$ cat src/rtl/dmem_arb_pkg.sv
// rtl/dmem_arb_pkg.sv - shared state encoding and address constants for dmem_arbiter
package dmem_arb_pkg;

   typedef enum logic [1:0] {
      IDLE  = 2'd0,
      BURST = 2'd1,
      DONE  = 2'd2
   } state_t;

   // byte distance between consecutive words of a debug burst
   localparam int WORD_STRIDE = 4;

   // low address bits cleared so a burst always starts on a word boundary
   localparam int ALIGN_MASK_LOW = 3;

endpackage

$ cat src/rtl/dmem_starve_cnt.sv
// rtl/dmem_starve_cnt.sv - wait counter and slot-steal comparator for the debug burst
module dmem_starve_cnt
   import dmem_arb_pkg::*;
#(
   parameter int MAX_WAIT = 15
) (
   input  logic i_clk,
   input  logic i_reset,
   input  logic i_waiting,
   output logic o_steal
);

   localparam int NB_WAIT = (MAX_WAIT < 1) ? 1 : $clog2(MAX_WAIT + 1);

   logic [NB_WAIT-1:0] wait_cnt;

   // a steal is itself a grant, so the next slot is at least MAX_WAIT cycles away
   assign o_steal = i_waiting && (wait_cnt == NB_WAIT'(MAX_WAIT));

   // count consecutive blocked burst cycles; any grant or leaving BURST restarts the count
   always_ff @(posedge i_clk) begin
      if (i_reset || !i_waiting || o_steal) begin
         wait_cnt <= '0;
      end else begin
         wait_cnt <= wait_cnt + NB_WAIT'(1);
      end
   end

endmodule

$ cat src/rtl/dmem_arbiter.sv
// rtl/dmem_arbiter.sv - data-memory port arbiter: pipeline first, debug bursts in idle slots (optional DMEM_ARB_STARVE_EN)
module dmem_arbiter
   import dmem_arb_pkg::*;
#(
   parameter int NB_WIDTH = 32,
   parameter int NB_ADDR  = 9,
   parameter int NB_CNT   = 8,
   parameter int MAX_WAIT = 15
) (
   input  logic                i_clk,
   input  logic                i_reset,
   input  logic [NB_WIDTH-1:0] i_pipe_addr,
   input  logic [NB_WIDTH-1:0] i_pipe_wdata,
   input  logic                i_pipe_read,
   input  logic                i_pipe_write,
   output logic [NB_WIDTH-1:0] o_pipe_rdata,
   output logic                o_pipe_stall,
   input  logic                i_dbg_start,
   input  logic [NB_ADDR-1:0]  i_dbg_addr,
   input  logic [NB_CNT-1:0]   i_dbg_len,
   output logic                o_dbg_busy,
   output logic [NB_WIDTH-1:0] o_dbg_data,
   output logic                o_dbg_valid,
   output logic                o_dbg_done,
   output logic [NB_ADDR-1:0]  o_mem_addr,
   output logic                o_mem_we,
   output logic [NB_WIDTH-1:0] o_mem_wdata,
   input  logic [NB_WIDTH-1:0] i_mem_rdata
);

   state_t              state;
   state_t              state_next;
   logic [NB_ADDR-1:0]  burst_addr;
   logic [NB_CNT-1:0]   remaining;
   logic                pipe_req;
   logic                in_burst;
   logic                steal;
   logic                grant;
   logic                unused_pipe_addr_hi;

   assign unused_pipe_addr_hi = ^i_pipe_addr[NB_WIDTH-1:NB_ADDR];

   assign pipe_req = i_pipe_read | i_pipe_write;
   assign in_burst = (state == BURST);
   assign grant    = in_burst && (!pipe_req || steal);

`ifdef DMEM_ARB_STARVE_EN
   dmem_starve_cnt #(
      .MAX_WAIT (MAX_WAIT)
   ) u_starve_cnt (
      .i_clk     (i_clk),
      .i_reset   (i_reset),
      .i_waiting (in_burst && pipe_req),
      .o_steal   (steal)
   );
`else
   logic unused_max_wait;

   assign unused_max_wait = (MAX_WAIT != 0);
   assign steal           = 1'b0;
`endif

   assign o_pipe_stall = steal;
   assign o_pipe_rdata = i_mem_rdata;
   assign o_dbg_busy   = (state != IDLE);
   assign o_dbg_done   = (state == DONE);

   // memory port mux: a debug grant owns the port as a read, otherwise the pipeline passes through
   always_comb begin
      o_mem_addr  = i_pipe_addr[NB_ADDR-1:0];
      o_mem_we    = i_pipe_write;
      o_mem_wdata = i_pipe_wdata;
      if (grant) begin
         o_mem_addr = burst_addr;
         o_mem_we   = 1'b0;
      end
   end

   // burst sequencing: a zero-length request goes straight to the done strobe
   always_comb begin
      state_next = state;
      case (state)
         IDLE:    if (i_dbg_start) state_next = (i_dbg_len == '0) ? DONE : BURST;
         BURST:   if (grant && (remaining == NB_CNT'(1))) state_next = DONE;
         DONE:    state_next = IDLE;
         default: state_next = IDLE;
      endcase
   end

   // state register
   always_ff @(posedge i_clk) begin
      if (i_reset) begin
         state <= IDLE;
      end else begin
         state <= state_next;
      end
   end

   // burst address/count and the one-cycle-late read-back register
   always_ff @(posedge i_clk) begin
      if (i_reset) begin
         burst_addr  <= '0;
         remaining   <= '0;
         o_dbg_valid <= 1'b0;
         o_dbg_data  <= '0;
      end else begin
         o_dbg_valid <= grant;
         if (grant) begin
            o_dbg_data <= i_mem_rdata;
         end
         if ((state == IDLE) && i_dbg_start) begin
            burst_addr <= i_dbg_addr & ~NB_ADDR'(ALIGN_MASK_LOW);
            remaining  <= i_dbg_len;
         end else if (grant) begin
            burst_addr <= burst_addr + NB_ADDR'(WORD_STRIDE);
            remaining  <= remaining - NB_CNT'(1);
         end
      end
   end

endmodule

$ cat config.mk
export PLATFORM = sky130hd
export DESIGN_NAME = dmem_arbiter
export DESIGN_NICKNAME = d
export VERILOG_FILES = /design/src/rtl/dmem_arb_pkg.sv /design/src/rtl/dmem_starve_cnt.sv /design/src/rtl/dmem_arbiter.sv
export SDC_FILE = /design/constraint.sdc
export NUM_CORES = 1
export LEC_CHECK = 0
export ABC_AREA = 1
export BUFFER_PORTS_ARGS = -buffer_cell sky130_fd_sc_hd__buf_2
export CORE_AREA = 2 2 88 90
export CTS_CLUSTER_DIAMETER = 120
export DETAILED_ROUTE_END_ITERATION = 6
export DIE_AREA = 0 0 90 92
export GPL_TIMING_DRIVEN = 0
export PLACE_DENSITY = 0.79
export SYNTH_ARGS = -nofsm -noshare
export SYNTH_HDL_FRONTEND = slang
export SYNTH_SLANG_ARGS = --single-unit
$ cat constraint.sdc
create_clock -name i_clk -period 1.4 [get_ports i_clk]
set_input_delay 0.07 -clock i_clk [delete_from_list [all_inputs] [get_ports i_clk]]
set_output_delay 0.07 -clock i_clk [all_outputs]
set_load 0.05 [all_outputs]
Yosys cells after proc, flatten, opt, wreduce, memory -nomap -nowiden
Index checks and enable logic that the tools add are counted.
W data, S select, Z words.
{ "word_totals": {"regBits": 52, "input_bits": 118, "out_inout_bits": 110} }
{ "op_classes": {"add_sub_neg": 2, "eq_ne": 5, "muxes": 10, "bitwise": 1, "reduce_logical": 10} }
{ "ops": {"columns": ["cell", "count"], "rows": [
  ["$mux W9", 3],
  ["$mux W8", 2],
  ["$add A9 B3 Y9 const B", 1],
  ["$eq A8 B1 Y1 const B", 1],
  ["$logic_not A8 Y1", 1],
  ["$sub A8 B1 Y8 const B", 1],
  ["$mux W2", 3],
  ["$pmux W2 S2", 1],
  ["$reduce_bool A2 Y1", 2],
  ["$logic_and A1 B1 Y1", 3],
  ["$eq A2 B1 Y1 const B", 1],
  ["$eq A2 B2 Y1 const B", 1],
  ["$logic_not A2 Y1", 1],
  ["$ne A2 B1 Y1 const B", 1],
  ["$ne A2 B2 Y1 const B", 1],
  ["$reduce_and A2 Y1", 1],
  ["$reduce_or A2 Y1", 1],
  ["$logic_not A1 Y1", 1],
  ["$mux W1", 1],
  ["$or A1 B1 Y1", 1]
]} }

Logic depth before layout (Yosys ltp)
Gate-level depths: netlist (run 1).
{ "depth": {"ltp_word": 6, "depth_mapped": 8} }

Worst setup path after synthesis (run 1)
OpenSTA, ideal clock, no wires.
{ "synth_timing": {"path_kind": "register to output", "start": "register state[1]", "end": "output port o_mem_addr[0]", "arrival_ns": 1.374, "required_time_ns": 1.330, "slack_ns": -0.044, "path_stages_with_launch": 6, "path_buffers": 1, "cell_sequence": "dfxtp_1 > inv_2 > nand2_1 > nor2_4 > buf_2 > nor2_1"} }
{ "synth_via": {"elab_chain_cells": 3} }
{ "synth_rtl": {"columns": ["item", "line", "source"], "rows": [
  ["from (decl)", "dmem_arbiter.sv:31", "state_t state;"],
  ["from (signal assigned)", "dmem_arbiter.sv:95", "state <= state_next;"],
  ["$eq A2 B1 Y1", "dmem_arbiter.sv:44", "assign in_burst = (state == BURST);"],
  ["$logic_and A1 B1 Y1", "dmem_arbiter.sv:45", "assign grant = in_burst && (!pipe_req || steal);"],
  ["$mux W9", "dmem_arbiter.sv:73", "if (grant) begin"],
  ["to (decl)", "dmem_arbiter.sv:25", "output logic [NB_ADDR-1:0] o_mem_addr,"]
]} }
Every way passes these cells.

Final worst setup path (run 1)
{ "layout_timing": {"start": "register state[0]", "end": "output port o_mem_addr[8]"} }
The elaborated chain is that of the path after synthesis.

==> metrics.txt, run 1 <==
# TYPE chip_impl_metric gauge
chip_impl_metric{name="p_sw_share",unit="%"} 39.66
chip_impl_metric{name="timing.reg2reg.setup_slack",unit="ps"} 60
chip_impl_info{name="status",value="complete, but fails checks"} 1
chip_impl_metric{name="power_switching",unit="mW"} 1.593
chip_impl_metric{name="synthesis.area_per_instance",unit="um2"} 6.877
chip_impl_info{name="critical_path.startpoint_type",value="flip-flop"} 1
chip_impl_metric{name="die_width",unit="um"} 90
chip_impl_metric{name="synth_async_sr_flop_share",unit="%"} 0
chip_impl_metric{name="die_area",unit="um2"} 8280
chip_impl_metric{name="syn_nets",unit=""} 534
chip_impl_info{name="critical_path.cell_chain",value="inv_2 > nor2_4 > nand2_4 > buf_6 > clkbuf_16 > nand2_4 > o21ai_4 > buf_6"} 1
chip_impl_metric{name="placeableCoreArea",unit="um2"} 7447
chip_impl_metric{name="gp_congestion",unit=""} 0.8405
chip_impl_metric{name="start_util",unit="%"} 38.14
chip_impl_metric{name="final_layout_size_suffix_gt1_share",unit="%"} 48.58
chip_impl_metric{name="placed_cell_area",unit="um2"} 3839
chip_impl_metric{name="port_buffers",unit=""} 168
chip_impl_metric{name="post-route-period-util",unit="%"} 106.5
chip_impl_metric{name="worst_hold_path.num_cells",unit=""} 3
chip_impl_info{name="timing.critical_path.to_type",value="output pin"} 1
chip_impl_info{name="synthTopCellsByCount",value="sky130_fd_sc_hd__nor2_1 (88), sky130_fd_sc_hd__nand2_1 (73), sky130_fd_sc_hd__buf_4 (67)"} 1
chip_impl_metric{name="comb_power_share",unit="%"} 39.2
chip_impl_metric{name="critical_path.max_stage_delay",unit="ps"} 360
chip_impl_metric{name="finish.instance_area",unit="um2"} 4195
chip_impl_metric{name="number_of_global_route_vias_before_repair",unit=""} 2854
chip_impl_metric{name="max_cap_violations",unit=""} 0
chip_impl_metric{name="power_frac_clock",unit="%"} 21.8
chip_impl_metric{name="detailedPlacementHpwl",unit="mm"} 6.285
chip_impl_metric{name="globalRouteTotalUtil",unit="%"} 19.01
chip_impl_metric{name="globalRouteOverflowTotal",unit=""} 0
chip_impl_metric{name="synth_edf_count",unit=""} 0
chip_impl_info{name="timing.critical_path.slowest_stage_cell",value="sky130_fd_sc_hd__dfxtp_2"} 1
chip_impl_metric{name="top_level_ports",unit=""} 228
chip_impl_info{name="grt_setup_unrepaired",value="true"} 1
chip_impl_metric{name="detail-route-antenna-nets",unit=""} 0
chip_impl_metric{name="min_period",unit="ps"} 1491
chip_impl_metric{name="cts_buf_count",unit=""} 5
chip_impl_metric{name="detailroute.via_count",unit=""} 3137
chip_impl_info{name="largest_cells_by_area_after_synthesis",value="sky130_fd_sc_hd__dfxtp_1 (35%), sky130_fd_sc_hd__buf_4 (18%), sky130_fd_sc_hd__nor2_1 (12%), sky130_fd_sc_hd__nand2_1 (9.6%), sky130_fd_sc_hd__o21ai_0 (8.5%)"} 1
chip_impl_metric{name="clock_sink_count",unit=""} 50
chip_impl_metric{name="synth_cell_type_count",unit=""} 25
chip_impl_metric{name="drc",unit=""} 0
chip_impl_metric{name="p_int",unit="mW"} 2.423
chip_impl_metric{name="detailed_route_wire_length_per_cell",unit="um"} 11.94
chip_impl_metric{name="detailedRoute.firstPassIterationCount",unit=""} 4
chip_impl_metric{name="grt_first_pass_wirelength",unit="mm"} 12.81
chip_impl_metric{name="timing.setup.tns",unit="ps"} -403.3
chip_impl_metric{name="fin_worst_hold_slack",unit="ps"} 21.24
chip_impl_info{name="hp_start",value="i_mem_rdata[23]"} 1
chip_impl_metric{name="synth-seq-area-share",unit="%"} 35.24
chip_impl_metric{name="worstRegToRegCells",unit=""} 8
chip_impl_metric{name="layout_setup_ws",unit="ps"} -91.28
chip_impl_metric{name="cts-root-to-sink-buffers",unit=""} 2
chip_impl_metric{name="synth_top_area_share",unit="%"} 35.24
chip_impl_metric{name="synth-seq-cells",unit=""} 50
chip_impl_info{name="violations",value="setup timing"} 1
chip_impl_metric{name="clock_tree.htree_level_count",unit=""} 2
chip_impl_metric{name="setup_failing_eps_final",unit=""} 8
chip_impl_info{name="criticalPathCategory",value="flip-flop to output pin"} 1
chip_impl_metric{name="fin_cells",unit=""} 701
chip_impl_metric{name="dpl.cell_count",unit=""} 683
chip_impl_info{name="synth.largest_area_cell",value="sky130_fd_sc_hd__dfxtp_1"} 1
chip_impl_metric{name="timing.clock.skew",unit="ps"} 6.805
chip_impl_info{name="synth_most_common_cell",value="sky130_fd_sc_hd__nor2_1"} 1
chip_impl_info{name="cts.root.buffer_cell",value="sky130_fd_sc_hd__clkbuf_8"} 1
chip_impl_metric{name="placement_rows",unit=""} 32
chip_impl_metric{name="sequential_group_share_of_total_power",unit="%"} 39.1
chip_impl_metric{name="cellPowerDensity",unit="nW/um2"} 957.2
chip_impl_metric{name="antennaDiodeCount",unit=""} 0
chip_impl_info{name="r2r-end",value="o_dbg_data[16]"} 1
chip_impl_metric{name="synth_area",unit="um2"} 2840
chip_impl_metric{name="total_leakage_power",unit="nW"} 2.254
chip_impl_metric{name="drtIter0Drc",unit=""} 69
chip_impl_metric{name="flow.area_growth_from_synthesis",unit="%"} 47.71
chip_impl_info{name="postSynth.topFlopCell",value="sky130_fd_sc_hd__dfxtp_1"} 1
chip_impl_metric{name="worst_skew_pair.late_latency",unit="ps"} 310
chip_impl_metric{name="maximum_number_of_pins_on_one_net_before_global_route_repair",unit=""} 15
chip_impl_metric{name="die_height",unit="um"} 92
chip_impl_metric{name="slew_violations",unit=""} 0
chip_impl_metric{name="grt_antenna_before_repair",unit=""} 0
chip_impl_metric{name="worstPathRequired",unit="ps"} 1330
chip_impl_metric{name="final_nets",unit=""} 719
chip_impl_metric{name="count_of_endpoints_failing_hold_in_the_final_timing_report",unit=""} 0
chip_impl_info{name="worst_r2r_startpoint",value="state[0]"} 1
chip_impl_metric{name="worst_ep_arrival_time",unit="ps"} 1420
chip_impl_metric{name="irDropWorstVdd",unit="mV"} 0.3826
chip_impl_metric{name="yosys_warnings",unit=""} 0
chip_impl_metric{name="totalWireLength",unit="mm"} 8.367
chip_impl_info{name="tritoncts",value="built"} 1
chip_impl_metric{name="syn-instance-count",unit=""} 413
chip_impl_metric{name="highest_net_fanout_along_the_worst_path",unit=""} 3
chip_impl_info{name="hold_end",value="o_dbg_data[23]"} 1
chip_impl_info{name="min_path_type",value="input port to flip-flop"} 1
chip_impl_metric{name="vias_per_cell",unit=""} 4.475
chip_impl_metric{name="timing.fmax",unit="MHz"} 670.6
chip_impl_metric{name="clkTransAtPathRegs",unit="ps"} 90
power groups by stage:
| stage | sequential (mW) | clock [mW] | combinational [mW] |
|---|---|---|---|
| 6_report | 1.57 | 0.875 | 1.57 |
| 5_1_grt | 1.58 | 0.960 | 1.68 |
| 4_1_cts | 1.57 | 0.899 | 1.54 |
| 3_5_place_dp | 1.60 | 0 | 1.46 |
| 3_3_place_gp | 1.59 | 0 | 1.44 |
| 2_1_floorplan | 1.74 | 0 | 0.979 |
final cells by class:
cell class | count | area, um2
buffer | 81 | 614.3
clock buffer | 7 | 86.33
clock inverter | 1 | 5.005
fill | 724 | 3252
inverter | 26 | 97.59
multi-input combinational | 256 | 1270
sequential | 50 | 1003
tap | 102 | 127.6
timing repair buffer | 178 | 991.0
routing by layer:
metal	global-route usage, %	vias up	share of wire, %
li1	-	1600	-
met1	21.13	1395	39
met2	35.59	135	52
met3	5.588	7	8.0
met4	4.487	0	0.86
met5	0	-	0
critical path: cells and delay by family (launching register included):
| family | cells | cell delay, ps |
|---|---|---|
| and+or+nand+nor | 3 | 230 |
| DFF | 1 | 360 |
| buffers and inverters | 4 | 470 |
| AOI/OAI and AO/OA | 1 | 50 |
cell families after synthesis:
logic type	count (synthesis)	share of synthesized area, %
DFF	50	35.24
adders and majority gates	3	1.322
AOI/OAI and AO/OA	62	11.50
xor gates and xnor gates	2	0.6169
buffers and inverters	108	24.01
other	1	0.1320
and+or+nand+nor	187	27.18
cells in the final DEF (no fill, tap or decap), types with 5 or more instances in the layout:
cell and count:
sky130_fd_sc_hd__buf_2 164, sky130_fd_sc_hd__nor2_1 86, sky130_fd_sc_hd__buf_4 74, sky130_fd_sc_hd__nand2_1 63, sky130_fd_sc_hd__dfxtp_1 48, sky130_fd_sc_hd__o21ai_0 30, sky130_fd_sc_hd__inv_1 23, sky130_fd_sc_hd__nand3_1 18
sky130_fd_sc_hd__o21ai_1 18, sky130_fd_sc_hd__buf_6 12, sky130_fd_sc_hd__nand2_2 8, sky130_fd_sc_hd__a21oi_1 7, sky130_fd_sc_hd__clkbuf_1 6, sky130_fd_sc_hd__clkbuf_8 6, sky130_fd_sc_hd__nor2_4 5
how the worst max path moves through the flow:
stage,startpoint,end,slack (ps)
floorplan,state[1],o_mem_addr[0],-40
global placement,state[0],o_mem_addr[8],-100
detailed placement,state[0],o_mem_addr[5],-100
CTS,state[0],o_mem_addr[8],-130
global route,state[0],o_mem_addr[8],-150
finish,state[0],o_mem_addr[8],-90
repair_timing:
item | 4_1_cts | 5_1_grt
pin swaps | 3 | 3
endpoints found under the hold margin | 0 | 0
resized for setup | 45 | 31
endpoints found under the setup margin | 11 | 45
hold buffers | 0 | 0
cloned | 0 | 1
buffers inserted | 8 | 2
sequential cells by signal, summed over array words and instances (netlist names):
signal,count
burst_addr,7
o_dbg_data,32
o_dbg_valid,1
remaining,8
state,2
per-stage QoR:
stage	utilization (%)	total power, mW	worst slack, ps
4_1_cts	55.33	4.004	-134.7
5_1_grt	56.33	4.222	-154.8
2_1_floorplan	-	2.715	-44.14
3_5_place_dp	51.55	3.061	-99.20
3_3_place_gp	51.55	3.038	-97.56
6_report	56.33	4.016	-91.28
Note: power is estimated with default switching activity, not from simulation.
==> run 2, diff against run 1 <==
--- a/config.mk
+++ b/config.mk
@@ -7,10 +7,11 @@
 export LEC_CHECK = 0
 export ABC_AREA = 1
 export BUFFER_PORTS_ARGS = -buffer_cell sky130_fd_sc_hd__buf_2
-export CORE_AREA = 2 2 88 90
+export CELL_PAD_IN_SITES_DETAIL_PLACEMENT = 1
+export CELL_PAD_IN_SITES_GLOBAL_PLACEMENT = 1
+export CORE_UTILIZATION = 25
 export CTS_CLUSTER_DIAMETER = 120
 export DETAILED_ROUTE_END_ITERATION = 6
-export DIE_AREA = 0 0 90 92
 export GPL_TIMING_DRIVEN = 0
 export PLACE_DENSITY = 0.79
 export SYNTH_ARGS = -nofsm -noshare
==> constraint.sdc (replaced) <==
create_clock -name i_clk -period 1.4 [get_ports i_clk]
set_input_delay 0.21 -clock i_clk [delete_from_list [all_inputs] [get_ports i_clk]]
set_output_delay 0.21 -clock i_clk [all_outputs]
set_load 0.05 [all_outputs]
==> metrics.txt, run 2 (synthesized netlist as in run 1, its figures left out) <==
# TYPE chip_impl_metric gauge
chip_impl_metric{name="clock_sink_count",unit=""} 50
chip_impl_metric{name="globalRouteTotalUtil",unit="%"} 15.35
chip_impl_metric{name="top_level_ports",unit=""} 228
chip_impl_info{name="max_flop_register",value="o_dbg_data"} 1
chip_impl_metric{name="slew_violations",unit=""} 0
chip_impl_metric{name="detailed_route_wire_length_per_cell",unit="um"} 13.30
chip_impl_info{name="status",value="complete, but fails checks"} 1
chip_impl_metric{name="post-place-ws",unit="ps"} -337.6
chip_impl_metric{name="final_nets",unit=""} 724
chip_impl_metric{name="dpl.cell_count",unit=""} 721
chip_impl_metric{name="maximum_number_of_pins_on_one_net_before_global_route_repair",unit=""} 16
chip_impl_info{name="mostFrequentLayoutCell",value="sky130_fd_sc_hd__buf_2"} 1
chip_impl_metric{name="detailedRoute.firstPassIterationCount",unit=""} 4
chip_impl_metric{name="max_cap_violations",unit=""} 0
chip_impl_metric{name="design_power_total",unit="mW"} 4.525
chip_impl_metric{name="clkTransAtPathRegs",unit="ps"} 70
chip_impl_info{name="cts.root.buffer_cell",value="sky130_fd_sc_hd__clkbuf_16"} 1
chip_impl_metric{name="finish.instance_area",unit="um2"} 4539
chip_impl_metric{name="die_height",unit="um"} 108.6
chip_impl_metric{name="power_frac_clock",unit="%"} 27.8
chip_impl_metric{name="p_int",unit="mW"} 2.785
chip_impl_metric{name="antennaDiodeCount",unit=""} 0
chip_impl_metric{name="detailroute.via_count",unit=""} 3243
chip_impl_metric{name="min_period",unit="ps"} 1580
chip_impl_metric{name="timing.reg2reg.setup_slack",unit="ps"} -50
chip_impl_metric{name="placement_rows",unit=""} 38
chip_impl_metric{name="setup_failing_eps_final",unit=""} 20
chip_impl_metric{name="final_layout_size_suffix_gt1_share",unit="%"} 53.64
chip_impl_info{name="grt_setup_unrepaired",value="true"} 1
chip_impl_metric{name="fin_cells",unit=""} 744
chip_impl_metric{name="die_area",unit="um2"} 11790
chip_impl_metric{name="timing.setup.tns",unit="ps"} -1629
chip_impl_metric{name="comb_power_share",unit="%"} 37.5
chip_impl_metric{name="port_buffers",unit=""} 168
chip_impl_metric{name="total_leakage_power",unit="nW"} 2.364
chip_impl_metric{name="drc",unit=""} 0
chip_impl_metric{name="detailedPlacementHpwl",unit="mm"} 7.464
chip_impl_metric{name="max-slew-margin-rel",unit="%"} 52.48
chip_impl_metric{name="number_of_global_route_vias_before_repair",unit=""} 2978
chip_impl_metric{name="cts-root-to-sink-buffers",unit=""} 2
chip_impl_info{name="mostFrequentLayoutCells",value="sky130_fd_sc_hd__buf_2 (161), sky130_fd_sc_hd__nor2_1 (84), sky130_fd_sc_hd__buf_4 (74)"} 1
chip_impl_info{name="criticalPathCategory",value="flip-flop to output pin"} 1
chip_impl_metric{name="grt_antenna_before_repair",unit=""} 0
chip_impl_metric{name="start_util",unit="%"} 25.97
chip_impl_metric{name="globalRouteOverflowTotal",unit=""} 0
chip_impl_info{name="critical_path.startpoint_type",value="flip-flop"} 1
chip_impl_metric{name="flow.area_growth_from_synthesis",unit="%"} 59.82
chip_impl_metric{name="post-route-period-util",unit="%"} 112.8
chip_impl_metric{name="totalWireLength",unit="mm"} 9.898
chip_impl_metric{name="timing.fmax",unit="MHz"} 633.0
chip_impl_metric{name="placed_cell_area",unit="um2"} 3906
chip_impl_metric{name="vias_per_cell",unit=""} 4.359
chip_impl_info{name="timing.critical_path.to_type",value="output pin"} 1
chip_impl_metric{name="worstPathRequired",unit="ps"} 1190
chip_impl_metric{name="p_sw_share",unit="%"} 38.45
chip_impl_metric{name="die_width",unit="um"} 108.6
chip_impl_metric{name="highest_net_fanout_along_the_worst_path",unit=""} 5
chip_impl_metric{name="gp_congestion",unit=""} 0.8252
chip_impl_metric{name="detail-route-antenna-nets",unit=""} 0
chip_impl_metric{name="sequential_group_share_of_total_power",unit="%"} 34.7
chip_impl_info{name="min_path_type",value="input port to flip-flop"} 1
chip_impl_metric{name="cellPowerDensity",unit="nW/um2"} 996.9
chip_impl_metric{name="count_of_endpoints_failing_hold_in_the_final_timing_report",unit=""} 0
chip_impl_metric{name="largest_register_ffs",unit=""} 32
chip_impl_metric{name="worst_skew_pair.late_latency",unit="ps"} 280
chip_impl_info{name="biggestRegsByFlops",value="o_dbg_data (32), remaining (8), burst_addr (7)"} 1
chip_impl_info{name="tritoncts",value="built"} 1
chip_impl_metric{name="clock_tree.htree_level_count",unit=""} 2
chip_impl_metric{name="cts_buf_count",unit=""} 5
chip_impl_metric{name="grt_first_pass_wirelength",unit="mm"} 14.26
chip_impl_metric{name="power_switching",unit="mW"} 1.740
chip_impl_metric{name="worst_ep_arrival_time",unit="ps"} 1370
chip_impl_metric{name="irDropWorstVdd",unit="mV"} 0.5194
chip_impl_info{name="violations",value="setup timing"} 1
chip_impl_metric{name="drtIter0Drc",unit=""} 89
chip_impl_metric{name="hold_buffers",unit=""} 0
chip_impl_metric{name="placeableCoreArea",unit="um2"} 10940
chip_impl_metric{name="worst_pin_slew",unit="ps"} 712.7
chip_impl_metric{name="layout_setup_ws",unit="ps"} -179.7
chip_impl_metric{name="timing.clock.skew",unit="ps"} 7.263
## run 2: cell types whose count changed in the layout (fill, tap and decap cells not counted), moves of 4 or more
cell	delta
sky130_fd_sc_hd__o21ai_0	-11
sky130_fd_sc_hd__o21ai_2	+20
sky130_fd_sc_hd__buf_8	+4
sky130_fd_sc_hd__o21ai_1	-9
sky130_fd_sc_hd__clkbuf_8	-4
sky130_fd_sc_hd__clkbuf_16	+5
## run 2: final cells by class
cell class | instances | area [um2]
fill | 1395 | 6396
buffer | 81 | 639.4
clock inverter | 2 | 12.51
multi-input combinational | 257 | 1389
sequential | 50 | 1005
tap | 140 | 175.2
timing repair buffer | 182 | 1077
clock buffer | 6 | 138.9
inverter | 26 | 102.6
## run 2: per-layer routing
| layer | global-route usage, % | wire length, um | vias to the layer above |
|---|---|---|---|
| li1 | - | - | 1611 |
| met1 | 18.91 | 4172 | 1495 |
| met2 | 28.57 | 5075 | 135 |
| met3 | 2.291 | 631 | 2 |
| met4 | 1.931 | 19 | 0 |
| met5 | 0 | 0 | - |
## run 2: power groups by stage
stage | sequential [mW] | combinational, mW | clock, mW
6_report | 1.57 | 1.70 | 1.26
5_1_grt | 1.58 | 1.82 | 1.37
4_1_cts | 1.57 | 1.58 | 1.29
3_5_place_dp | 1.60 | 1.50 | 0
3_3_place_gp | 1.60 | 1.46 | 0
2_1_floorplan | 1.74 | 0.984 | 0
## run 2: stage by stage
stage	util, %	hold slack [ps]
floorplan	-	367.7
detailed placement	35.72	467.2
finish	41.51	175.9
CTS	38.78	184.1
global placement	35.72	459.0
global route	41.51	179.8
## run 2: final timing paths
path / start / endpoint / cells after the start
worst max-delay path: state[0] / o_mem_addr[2] / 7
worst min-delay path: i_mem_rdata[8] / o_dbg_data[8] / 3
worst max register to register: state[0] / burst_addr[3] / 10
worst min register to register: o_dbg_data[15] / o_dbg_data[15] / 2
## run 2: what timing repair did
action                                  in CTS  in global routing
endpoints found under the setup margin      11                 47
pin swaps                                    2                  7
gates cloned                                 0                  3
buffers inserted                             8                  6
gates resized for setup                     52                 78
## run 2: worst max-delay path: stages (launching register included)
cell                      delay, ps
sky130_fd_sc_hd__dfxtp_2        340
sky130_fd_sc_hd__buf_4          120
sky130_fd_sc_hd__nand2_4         50
sky130_fd_sc_hd__nor2_4         140
sky130_fd_sc_hd__buf_6          140
sky130_fd_sc_hd__nand2_1         70
sky130_fd_sc_hd__nand2_2         80
sky130_fd_sc_hd__buf_8          140
==> run 3, diff against run 2 <==
--- a/config.mk
+++ b/config.mk
@@ -7,11 +7,10 @@
 export LEC_CHECK = 0
 export ABC_AREA = 1
 export BUFFER_PORTS_ARGS = -buffer_cell sky130_fd_sc_hd__buf_2
-export CELL_PAD_IN_SITES_DETAIL_PLACEMENT = 1
-export CELL_PAD_IN_SITES_GLOBAL_PLACEMENT = 1
-export CORE_UTILIZATION = 25
+export CORE_AREA = 2 2 88 90
 export CTS_CLUSTER_DIAMETER = 120
 export DETAILED_ROUTE_END_ITERATION = 6
+export DIE_AREA = 0 0 90 92
 export GPL_TIMING_DRIVEN = 0
 export PLACE_DENSITY = 0.79
 export SYNTH_ARGS = -nofsm -noshare
==> metrics.txt, run 3 (synthesized netlist as in run 1, its figures left out) <==
# TYPE chip_impl_metric gauge
chip_impl_metric{name="detailed_route_wire_length_per_cell",unit="um"} 11.96
chip_impl_metric{name="detailedRoute.firstPassIterationCount",unit=""} 5
chip_impl_metric{name="hold_buffers",unit=""} 0
chip_impl_info{name="biggestRegsByFlops",value="o_dbg_data (32), remaining (8), burst_addr (7)"} 1
chip_impl_metric{name="gp_congestion",unit=""} 0.8333
chip_impl_metric{name="clock_tree.htree_level_count",unit=""} 2
chip_impl_metric{name="largest_register_ffs",unit=""} 32
chip_impl_metric{name="worstRegToRegCells",unit=""} 8
chip_impl_metric{name="final_nets",unit=""} 723
chip_impl_metric{name="highest_net_fanout_along_the_worst_path",unit=""} 5
chip_impl_metric{name="max_cap_violations",unit=""} 0
chip_impl_metric{name="route.met3.wl",unit="um"} 639
chip_impl_metric{name="p_int",unit="mW"} 2.634
chip_impl_info{name="violations",value="setup timing"} 1
chip_impl_metric{name="detailroute.via_count",unit=""} 3191
chip_impl_info{name="hp_start",value="i_mem_rdata[7]"} 1
chip_impl_metric{name="die_area",unit="um2"} 8280
chip_impl_metric{name="detailedPlacementHpwl",unit="mm"} 6.263
chip_impl_metric{name="power_switching",unit="mW"} 1.620
chip_impl_metric{name="drc",unit=""} 0
chip_impl_metric{name="antennaDiodeCount",unit=""} 0
chip_impl_info{name="top_layer_used",value="met4"} 1
chip_impl_info{name="worst_r2r_startpoint",value="state[1]"} 1
chip_impl_metric{name="timing.setup.tns",unit="ps"} -2479
chip_impl_metric{name="vias_per_cell",unit=""} 4.526
chip_impl_metric{name="detail-route-antenna-nets",unit=""} 0
chip_impl_metric{name="post-place-ws",unit="ps"} -241.1
chip_impl_info{name="r2r-end",value="o_dbg_data[6]"} 1
chip_impl_metric{name="count_of_endpoints_failing_hold_in_the_final_timing_report",unit=""} 0
chip_impl_metric{name="top_level_ports",unit=""} 228
chip_impl_metric{name="finish.instance_area",unit="um2"} 4288
chip_impl_metric{name="irDropWorstVdd",unit="mV"} 0.5640
chip_impl_metric{name="globalRouteTotalUtil",unit="%"} 18.99
chip_impl_metric{name="total_leakage_power",unit="nW"} 2.300
chip_impl_metric{name="worst_hold_path.num_cells",unit=""} 3
chip_impl_metric{name="globalRouteOverflowTotal",unit=""} 0
chip_impl_metric{name="worst_skew_pair.late_latency",unit="ps"} 300
chip_impl_metric{name="slew_violations",unit=""} 0
chip_impl_info{name="timing.critical_path.to_type",value="output pin"} 1
chip_impl_metric{name="flow.area_growth_from_synthesis",unit="%"} 50.97
chip_impl_metric{name="nFillCells",unit=""} 704
chip_impl_metric{name="die_width",unit="um"} 90
chip_impl_metric{name="grt_first_pass_wirelength",unit="mm"} 12.94
chip_impl_info{name="status",value="complete, but fails checks"} 1
chip_impl_metric{name="drtIter0Drc",unit=""} 132
chip_impl_metric{name="worstPathRequired",unit="ps"} 1190
chip_impl_metric{name="totalWireLength",unit="mm"} 8.430
chip_impl_info{name="cts.root.buffer_cell",value="sky130_fd_sc_hd__clkbuf_8"} 1
chip_impl_metric{name="post-route-period-util",unit="%"} 121.1
chip_impl_metric{name="port_buffers",unit=""} 168
chip_impl_info{name="mostFrequentLayoutCell",value="sky130_fd_sc_hd__buf_2"} 1
chip_impl_metric{name="timing.fmax",unit="MHz"} 589.8
chip_impl_metric{name="final_layout_size_suffix_gt1_share",unit="%"} 48.59
chip_impl_metric{name="start_util",unit="%"} 38.14
chip_impl_metric{name="setup_failing_eps_final",unit=""} 10
chip_impl_info{name="min_path_type",value="input port to flip-flop"} 1
chip_impl_metric{name="cellPowerDensity",unit="nW/um2"} 992.1
chip_impl_metric{name="die_height",unit="um"} 92
chip_impl_metric{name="maximum_number_of_pins_on_one_net_before_global_route_repair",unit=""} 17
chip_impl_metric{name="p_sw_share",unit="%"} 38.09
chip_impl_metric{name="clkTransAtPathRegs",unit="ps"} 90
chip_impl_metric{name="timing.reg2reg.setup_slack",unit="ps"} 40
chip_impl_metric{name="fin_cells",unit=""} 705
chip_impl_metric{name="sequential_group_share_of_total_power",unit="%"} 36.9
chip_impl_metric{name="layout_setup_ws",unit="ps"} -295.4
chip_impl_metric{name="comb_power_share",unit="%"} 37.7
chip_impl_metric{name="wl_met2",unit="mm"} 4.319
chip_impl_metric{name="placed_cell_area",unit="um2"} 3859
chip_impl_metric{name="worst_ep_arrival_time",unit="ps"} 1490
chip_impl_metric{name="placement_rows",unit=""} 32
chip_impl_info{name="max_flop_register",value="o_dbg_data"} 1
chip_impl_metric{name="wl_met1",unit="mm"} 3.344
chip_impl_metric{name="grt_antenna_before_repair",unit=""} 0
chip_impl_metric{name="cts_buf_count",unit=""} 5
chip_impl_info{name="grt_setup_unrepaired",value="true"} 1
chip_impl_metric{name="placeableCoreArea",unit="um2"} 7447
chip_impl_metric{name="timing.clock.skew",unit="ps"} 9.672
chip_impl_metric{name="number_of_global_route_vias_before_repair",unit=""} 2884
chip_impl_info{name="tritoncts",value="built"} 1
chip_impl_metric{name="dpl.cell_count",unit=""} 683
chip_impl_info{name="criticalPathCategory",value="flip-flop to output pin"} 1
chip_impl_info{name="mostFrequentLayoutCells",value="sky130_fd_sc_hd__buf_2 (160), sky130_fd_sc_hd__nor2_1 (87), sky130_fd_sc_hd__buf_4 (78)"} 1
chip_impl_info{name="hold_end",value="o_dbg_data[7]"} 1
chip_impl_info{name="critical_path.startpoint_type",value="flip-flop"} 1
chip_impl_metric{name="power_frac_clock",unit="%"} 25.5
chip_impl_metric{name="cts-root-to-sink-buffers",unit=""} 2
chip_impl_metric{name="min_period",unit="ps"} 1695
chip_impl_metric{name="clock_sink_count",unit=""} 50
chip_impl_info{name="setup.worst_path.start",value="state[0]"} 1
==> run 3: cell count changes in the layout (fill, tap and decap cells not counted), moves of 3 or more <==
| cell | before | now |
|---|---|---|
| sky130_fd_sc_hd__dfxtp_2 | 3 | 0 |
| sky130_fd_sc_hd__nor2_4 | 6 | 3 |
| sky130_fd_sc_hd__o21ai_2 | 21 | 0 |
| sky130_fd_sc_hd__nor2_1 | 84 | 87 |
| sky130_fd_sc_hd__clkbuf_8 | 2 | 6 |
| sky130_fd_sc_hd__o21ai_0 | 19 | 43 |
| sky130_fd_sc_hd__clkbuf_16 | 6 | 2 |
| sky130_fd_sc_hd__buf_6 | 11 | 8 |
| sky130_fd_sc_hd__o21ai_1 | 9 | 6 |
| sky130_fd_sc_hd__buf_4 | 74 | 78 |
| sky130_fd_sc_hd__buf_12 | 4 | 1 |
==> run 3: worst max path at each step <==
stage | to | slack [ps]
finish | o_mem_addr[7] | -300
CTS | o_mem_addr[7] | -330
global placement | o_mem_addr[5] | -240
detailed placement | o_mem_addr[5] | -240
floorplan | o_mem_addr[0] | -180
global route | o_mem_addr[3] | -370
==> run 3: layout make-up <==
cell class	count	area, um2	share of cell area, %
plain buffers	82	635.6	14.82
multi-input cells	256	1257	29.33
clock inverters	2	38.79	0.9046
clock buffers	6	82.58	1.926
flip-flops and latches	50	1008	23.52
inverters	26	100.1	2.334
well taps	102	127.6	2.976
repair buffers	181	1037	24.19
==> run 3: metal layers <==
metal	GRT usage [%]	vias to the layer above
met5	0	-
met4	5.897	0
met3	3.287	12
met2	35.96	151
met1	21.65	1424
li1	-	1604
==> run 3: critical path, stage by stage (launching register included) <==
cell and delay, ps:
sky130_fd_sc_hd__dfxtp_4 380, sky130_fd_sc_hd__inv_4 40, sky130_fd_sc_hd__nor2_4 110, sky130_fd_sc_hd__nand2_4 80, sky130_fd_sc_hd__buf_8 140, sky130_fd_sc_hd__clkbuf_16 150
sky130_fd_sc_hd__o21ai_4 120, sky130_fd_sc_hd__buf_6 170
==> run 3: timing repair <==
item	4_1_cts	5_1_grt
setup buffers	7	5
setup endpoints to repair	9	43
cloned	1	2
resized for setup	30	34
pin swaps	3	4
==> run 3: power by group through the flow <==
stage	clock [mW]	sequential [mW]	combinational, mW
global route	1.17	1.58	1.72
finish	1.08	1.57	1.60
CTS	1.11	1.57	1.53
detailed placement	0	1.60	1.47
global placement	0	1.59	1.45
floorplan	0	1.74	0.984
==> run 3: stage by stage <==
stage / hold slack (ps) / util [%] / power [mW]
after floorplan: 367.7 / - / 2.721
after global placement: 457.2 / 51.81 / 3.044
after detailed placement: 466.5 / 51.81 / 3.064
after CTS: 161.9 / 55.66 / 4.208
after global routing: 162.9 / 57.58 / 4.464
final: 153.0 / 57.58 / 4.254
